<file path="src/rtl/ysyx_22040729_trap_csr_pkg.sv">
// Shared constants for the machine-mode trap CSR unit: CSR addresses, status/enable
// bit positions, Zicsr op encodings and FSM state encoding.
package ysyx_22040729_trap_csr_pkg;

  localparam logic [11:0] CSR_MSTATUS  = 12'h300;
  localparam logic [11:0] CSR_MIE      = 12'h304;
  localparam logic [11:0] CSR_MTVEC    = 12'h305;
  localparam logic [11:0] CSR_MSCRATCH = 12'h340;
  localparam logic [11:0] CSR_MEPC     = 12'h341;
  localparam logic [11:0] CSR_MCAUSE   = 12'h342;
  localparam logic [11:0] CSR_MIP      = 12'h344;
  localparam logic [11:0] CSR_MCYCLE   = 12'hB00;

  localparam int unsigned MSTATUS_MIE   = 3;
  localparam int unsigned MSTATUS_MPIE  = 7;
  localparam int unsigned MSTATUS_MPP_L = 11;
  localparam int unsigned MSTATUS_MPP_H = 12;
  localparam int unsigned IRQ_MT        = 7;
  localparam int unsigned IRQ_ME        = 11;

  localparam logic [1:0] CSR_OP_RD = 2'b00;
  localparam logic [1:0] CSR_OP_RW = 2'b01;
  localparam logic [1:0] CSR_OP_RS = 2'b10;
  localparam logic [1:0] CSR_OP_RC = 2'b11;

  localparam logic [0:0] ST_IDLE     = 1'b0;
  localparam logic [0:0] ST_REDIRECT = 1'b1;

endpackage

</file>
<file path="src/rtl/ysyx_22040729_mcycle.sv">
// Free-running cycle counter with a write-load port; a load replaces the increment.
module ysyx_22040729_mcycle #(
  parameter int unsigned DATA_WIDTH = 64
) (
  input  logic                  clk,
  input  logic                  rst_n,
  input  logic                  wr_en,
  input  logic [DATA_WIDTH-1:0] wr_data,
  output logic [DATA_WIDTH-1:0] count
);

  logic [DATA_WIDTH-1:0] count_q, count_d;

  always_comb begin
    count_d = wr_en ? wr_data : count_q + 1'b1;
  end

  always_ff @(posedge clk or negedge rst_n) begin
    if (!rst_n) count_q <= '0;
    else        count_q <= count_d;
  end

  assign count = count_q;

endmodule

</file>
<file path="src/rtl/ysyx_22040729_trap_csr.sv">
// Machine-mode trap CSR unit with registered trap/mret redirect.
// Optional mcycle counter enabled by defining YSYX_22040729_MCYCLE_EN.
module ysyx_22040729_trap_csr
  import ysyx_22040729_trap_csr_pkg::*;
#(
  parameter int unsigned DATA_WIDTH = 64
) (
  input  logic                  clk,
  input  logic                  rst_n,
  input  logic                  commit,
  input  logic [DATA_WIDTH-1:0] pc,
  input  logic [DATA_WIDTH-1:0] next_pc,
  input  logic                  exception,
  input  logic [DATA_WIDTH-1:0] excp_mcause,
  input  logic                  epc_select,
  input  logic                  mret,
  input  logic                  csr_en,
  input  logic [1:0]            csr_op,
  input  logic [11:0]           csr_addr,
  input  logic [DATA_WIDTH-1:0] csr_wdata,
  output logic [DATA_WIDTH-1:0] csr_rdata,
  input  logic                  ext_irq_pend,
  input  logic                  tmr_irq_pend,
  output logic                  ext_irq,
  output logic                  tmr_irq,
  output logic                  redirect,
  output logic [DATA_WIDTH-1:0] redirect_pc
);

  logic                  st_mie_q, st_mie_d;
  logic                  st_mpie_q, st_mpie_d;
  logic                  ie_mtie_q, ie_mtie_d;
  logic                  ie_meie_q, ie_meie_d;
  logic [DATA_WIDTH-1:0] mtvec_q, mtvec_d;
  logic [DATA_WIDTH-1:0] mepc_q, mepc_d;
  logic [DATA_WIDTH-1:0] mcause_q, mcause_d;
  logic [DATA_WIDTH-1:0] mscratch_q, mscratch_d;
  logic [0:0]            state_q, state_d;
  logic                  redirect_q, redirect_d;
  logic [DATA_WIDTH-1:0] redirect_pc_q, redirect_pc_d;

  logic                  active, take_trap, take_mret, do_csr;
  logic [DATA_WIDTH-1:0] wval;
  logic [DATA_WIDTH-1:0] mcycle_val;

  function automatic logic [DATA_WIDTH-1:0] csr_wval(
    input logic [1:0]            op,
    input logic [DATA_WIDTH-1:0] old,
    input logic [DATA_WIDTH-1:0] wd
  );
    case (op)
      CSR_OP_RW: csr_wval = wd;
      CSR_OP_RS: csr_wval = old | wd;
      CSR_OP_RC: csr_wval = old & ~wd;
      default:   csr_wval = old;
    endcase
  endfunction

`ifdef YSYX_22040729_MCYCLE_EN
  logic mcycle_we;
  assign mcycle_we = do_csr && (csr_addr == CSR_MCYCLE);

  ysyx_22040729_mcycle #(
    .DATA_WIDTH(DATA_WIDTH)
  ) u_mcycle (
    .clk     (clk),
    .rst_n   (rst_n),
    .wr_en   (mcycle_we),
    .wr_data (wval),
    .count   (mcycle_val)
  );
`else
  assign mcycle_val = '0;
`endif

  // Priority: exception > mret > CSR write; REDIRECT ignores commit entirely.
  assign active    = commit && (state_q == ST_IDLE);
  assign take_trap = active && exception;
  assign take_mret = active && !exception && mret;
  assign do_csr    = active && !exception && !mret && csr_en && (csr_op != CSR_OP_RD);

  always_comb begin
    csr_rdata = '0;
    case (csr_addr)
      CSR_MSTATUS: begin
        csr_rdata[MSTATUS_MIE]   = st_mie_q;
        csr_rdata[MSTATUS_MPIE]  = st_mpie_q;
        csr_rdata[MSTATUS_MPP_L] = 1'b1;
        csr_rdata[MSTATUS_MPP_H] = 1'b1;
      end
      CSR_MIE: begin
        csr_rdata[IRQ_MT] = ie_mtie_q;
        csr_rdata[IRQ_ME] = ie_meie_q;
      end
      CSR_MIP: begin
        csr_rdata[IRQ_MT] = tmr_irq_pend;
        csr_rdata[IRQ_ME] = ext_irq_pend;
      end
      CSR_MTVEC:    csr_rdata = mtvec_q;
      CSR_MSCRATCH: csr_rdata = mscratch_q;
      CSR_MEPC:     csr_rdata = mepc_q;
      CSR_MCAUSE:   csr_rdata = mcause_q;
      CSR_MCYCLE:   csr_rdata = mcycle_val;
      default:      csr_rdata = '0;
    endcase
  end

  assign wval = csr_wval(csr_op, csr_rdata, csr_wdata);

  always_comb begin
    st_mie_d      = st_mie_q;
    st_mpie_d     = st_mpie_q;
    ie_mtie_d     = ie_mtie_q;
    ie_meie_d     = ie_meie_q;
    mtvec_d       = mtvec_q;
    mepc_d        = mepc_q;
    mcause_d      = mcause_q;
    mscratch_d    = mscratch_q;
    redirect_pc_d = redirect_pc_q;
    redirect_d    = 1'b0;
    state_d       = ST_IDLE;

    if (take_trap) begin
      st_mpie_d     = st_mie_q;
      st_mie_d      = 1'b0;
      mepc_d        = epc_select ? next_pc : pc;
      mepc_d[1:0]   = 2'b00;
      mcause_d      = excp_mcause;
      redirect_pc_d = mtvec_q;
      redirect_d    = 1'b1;
      state_d       = ST_REDIRECT;
    end else if (take_mret) begin
      st_mie_d      = st_mpie_q;
      st_mpie_d     = 1'b1;
      redirect_pc_d = mepc_q;
      redirect_d    = 1'b1;
      state_d       = ST_REDIRECT;
    end else if (do_csr) begin
      case (csr_addr)
        CSR_MSTATUS: begin
          st_mie_d  = wval[MSTATUS_MIE];
          st_mpie_d = wval[MSTATUS_MPIE];
        end
        CSR_MIE: begin
          ie_mtie_d = wval[IRQ_MT];
          ie_meie_d = wval[IRQ_ME];
        end
        CSR_MTVEC:    mtvec_d    = {wval[DATA_WIDTH-1:2], 2'b00};
        CSR_MEPC:     mepc_d     = {wval[DATA_WIDTH-1:2], 2'b00};
        CSR_MCAUSE:   mcause_d   = wval;
        CSR_MSCRATCH: mscratch_d = wval;
        default: ;
      endcase
    end
  end

  always_ff @(posedge clk or negedge rst_n) begin
    if (!rst_n) begin
      st_mie_q      <= 1'b0;
      st_mpie_q     <= 1'b0;
      ie_mtie_q     <= 1'b0;
      ie_meie_q     <= 1'b0;
      mtvec_q       <= '0;
      mepc_q        <= '0;
      mcause_q      <= '0;
      mscratch_q    <= '0;
      state_q       <= ST_IDLE;
      redirect_q    <= 1'b0;
      redirect_pc_q <= '0;
    end else begin
      st_mie_q      <= st_mie_d;
      st_mpie_q     <= st_mpie_d;
      ie_mtie_q     <= ie_mtie_d;
      ie_meie_q     <= ie_meie_d;
      mtvec_q       <= mtvec_d;
      mepc_q        <= mepc_d;
      mcause_q      <= mcause_d;
      mscratch_q    <= mscratch_d;
      state_q       <= state_d;
      redirect_q    <= redirect_d;
      redirect_pc_q <= redirect_pc_d;
    end
  end

  assign ext_irq     = ext_irq_pend && st_mie_q && ie_meie_q && (state_q == ST_IDLE);
  assign tmr_irq     = tmr_irq_pend && st_mie_q && ie_mtie_q && (state_q == ST_IDLE);
  assign redirect    = redirect_q;
  assign redirect_pc = redirect_pc_q;

endmodule

</file>
<file path="config.mk">
export PLATFORM = sky130hd
export DESIGN_NAME = ysyx_22040729_trap_csr
export DESIGN_NICKNAME = d
export VERILOG_FILES = /design/src/rtl/ysyx_22040729_trap_csr_pkg.sv /design/src/rtl/ysyx_22040729_mcycle.sv /design/src/rtl/ysyx_22040729_trap_csr.sv
export SDC_FILE = /design/constraint.sdc
export NUM_CORES = 1
export LEC_CHECK = 0
export CAP_MARGIN = 40
export CORE_AREA = 10 10 194 196
export CTS_CLUSTER_SIZE = 8
export DETAILED_ROUTE_END_ITERATION = 12
export DIE_AREA = 0 0 204 206
export MAX_ROUTING_LAYER = met4
export PLACE_DENSITY_LB_ADDON = 0.12
export SYNTH_ARGS = -nofsm -noshare
export SYNTH_HDL_FRONTEND = slang
export SYNTH_SLANG_ARGS = --single-unit
</file>
<file path="constraint.sdc">
create_clock -name clk -period 4.4 [get_ports clk]
set_input_delay 0.66 -clock clk [delete_from_list [all_inputs] [get_ports clk]]
set_output_delay 0.66 -clock clk [all_outputs]
set_load 0.02 [all_outputs]
</file>
==> flow_metrics.tcl <==
set metrics [dict create \
    outcome "complete, no violations" \
    cts_buffer_depth 3 \
    async_flop_share 1.00 \
    cts_tree "yes" \
    synth_compound_area_frac 0.256 \
    period_needed_ns 4.22 \
    cts_resized 0 \
    finalClockSkew_ns 0.00986 \
    post-place-cells 2814 \
    ys_top_cells_by_area "dfrtp_1, mux2i_1, o21ai_0" \
    dpl_cell_area_um2 23300 \
    synth_edf_count 0 \
    grt_max_degree 117 \
    rsz0062_at_grt "no" \
    grt_pass1_wl_mm 108 \
    wirelength_mm 69.6 \
    synth_area_per_cell_um2 9.00 \
    vias 18500 \
    start_kind "input port" \
    critical_path_class "input port to primary output" \
    grt-ovfl-total 0 \
    grtUsageTotal 0.332 \
    ir_drop_mv 0.327 \
    drive_gt1_frac 0.0868 \
    maxSlewViolCount 0 \
    ys.flop_type "dfrtp_1" \
    cp_data_required_time_ns 3.74 \
    crit_arrival_ns 3.56 \
    yosys.area.top_type_share 0.426 \
    synth.yosys.seq_area_share 0.426 \
    root_buffer "clkbuf_16" \
    cts_setup_buffers 0 \
    rows 68 \
    fin_cells 2871 \
    n_fill_cell 2520 \
    fin_nets 2685 \
    multi_input_area_um2 10000 \
    holdCritPathClass "input port to async pin" \
    ctsHtreeMaxLevel 2 \
    clkTransAtPathRegs_ns 0.05 \
    die_h_um 206 \
    syn_to_final_growth_pct 30.8 \
    p_per_area_nw_per_um2 347 \
    drt-wirelength-per-cell_um 24.2 \
    fin_crit_sh 0.959 \
    ios 410 \
    hpwl_mm 46.1 \
    detail_route.first_pass.iterations 8 \
    drtAntennaViolNets 0 \
    hold_violations 0 \
    synth-simple-area-share 0.143 \
    finalSetupViolations 0 \
    synthAdderAreaFrac 0 \
    tns_ns 0 \
    die_area_um2 42000 \
    clk_latency_ns 0.55 \
    drc_errors 0 \
    synth_top_family_by_area "compound AO/OA/AOI/OAI gates" \
    syn_area_um2 18700 \
    die_w_um 204 \
    cp_max_fo 7 \
    ys_seq_elements 319 \
    maxCapViolCount 0 \
    grt_antenna_before_repair 8 \
    synthXorXnorAreaFrac 0.0168 \
    worst_slew_pin_slew_ns 0.961 \
    postCtsHoldBufs 0 \
    viasPerCell 6.43 \
    place.gp.congestion 0.894 \
    synth_mux_area_frac 0.112 \
    ys_types 63 \
    yosysTopAreaCell "dfrtp_1" \
    cts.sinks 319 \
    maxClockFrequency_mhz 237 \
    p_leak_uw 0.0102 \
    grt_pass1_vias 19100 \
    netlist_instances 2083 \
    seq_area_um2 7980 \
    core_area_um2 33900 \
    initial_core_util 0.552 \
    fin_area_um2 24500 \
    endpoint_kind "primary output" \
    drt_iter0_drc 1707 \
    cts_buffers 45 \
    io_buffers 403 \
    ys_warn_count 0 \
    max_slew_margin 0.360 \
]
[per-layer routing]
layer | global-route usage | part of all wire
met1 | 0.396 | 0.39
met2 | 0.537 | 0.48
met3 | 0.0680 | 0.093
met4 | 0.147 | 0.044
met5 | - | 0
[cell usage in the layout (no fill, tap or decap), types with 36 or more instances in the layout]
master / instances
mux2_2: 52
clkdlybuf4s50_1: 397
buf_4: 48
nand2_1: 290
a21oi_1: 94
and2_1: 63
nand3_1: 49
nor2_1: 98
a211oi_1: 51
xnor2_1: 36
a22o_1: 70
clkbuf_16: 46
mux2i_1: 151
o21ai_0: 234
o22ai_1: 66
dfrtp_1: 319
[sequential cells by signal (all words and copies together), names as in the netlist]
signal       cells
mepc_q          62
st_mpie_q        1
ie_mtie_q        1
redirect         1
mcause_q        64
ie_meie_q        1
redirect_pc     62
mtvec_q         62
st_mie_q         1
mscratch_q      64
[layout make-up]
class | count | share of cell area
Clock buffer | 47 | 0.0471
Tap cell | 455 | 0.0232
Inverter | 13 | 0.00199
Timing Repair Buffer | 465 | 0.192
Antenna cell | 8 | 0.000816
Multi-Input combinational cell | 1562 | 0.408
Sequential cell | 319 | 0.326
Clock inverter | 2 | 0.00148
[cell families after synthesis]
kind of cell           count (synthesis)
AO/OA/AOI/OAI                        734
AND/OR/NAND/NOR                      587
flip-flops                           319
multiplexers                         203
buffers and inverters                203
XOR/XNOR                              36
other                                  1
[per-stage QoR]
step / power [uW] / hold WS, ns / utilization / setup WS [ns]
after floorplan: 4490 / 0.364 / - / 1.57
after global placement: 5370 / 0.459 / 0.686 / 0.349
after detailed placement: 5430 / 0.466 / 0.687 / 0.326
after CTS: 8520 / 0.264 / 0.722 / 0.274
after global routing: 8850 / 0.288 / 0.722 / 0.146
final: 8510 / 0.207 / 0.722 / 0.182
[Yosys cell counts (8+ instances only)]
library cell	number
o32ai_1	11
mux2_2	52
clkbuf_1	121
mux2i_1	151
o32a_1	16
xnor2_1	36
nor2b_1	8
a22o_1	70
nand2_1	293
o2bb2ai_1	31
nor2_1	99
o31ai_1	18
a21oi_1	94
o22ai_1	66
a21o_1	31
a211oi_1	51
a22oi_1	12
inv_1	13
nand3_1	50
and2_1	64
buf_2	54
o21ai_0	235
o221a_2	16
o221ai_1	8
dfrtp_1	319
o21ai_1	35
o211ai_1	10
nor4_1	17
and3_1	22
[path summary, 6_finish.rpt]
| check | startpoint | end | slack [ns] | cells after the start |
|---|---|---|---|---|
| worst max-delay path | csr_addr[6] | csr_rdata[15] | 0.18 | 8 |
| worst min-delay path | rst_n | mscratch_q[1] | 0.21 | 1 |
| worst max register to register | redirect | mscratch_q[17] | 1.45 | 6 |
| worst min register to register | redirect_pc[29] | redirect_pc[29] | 0.47 | 2 |
| max in group asynchronous | rst_n | mepc_q[31] | 3.13 | 2 |
| min in group clk | redirect_pc[29] | redirect_pc[29] | 0.47 | 2 |
[critical path: stages]
cell	delay, ns
clkdlybuf4s50_1	0.52
buf_4	0.21
nor3b_2	0.39
and2_1	0.44
buf_4	0.23
a22oi_1	0.15
o22ai_1	0.28
clkdlybuf4s50_1	0.67
[power breakdown]
part / switching [uW] / total [uW] / internal (uW)
clock: 1270 / 3110 / 1840
sequential: 228 / 3500 / 3280
combinational: 996 / 1900 / 904
total: 2500 / 8510 / 6020
(Power assumes the default switching activity.)
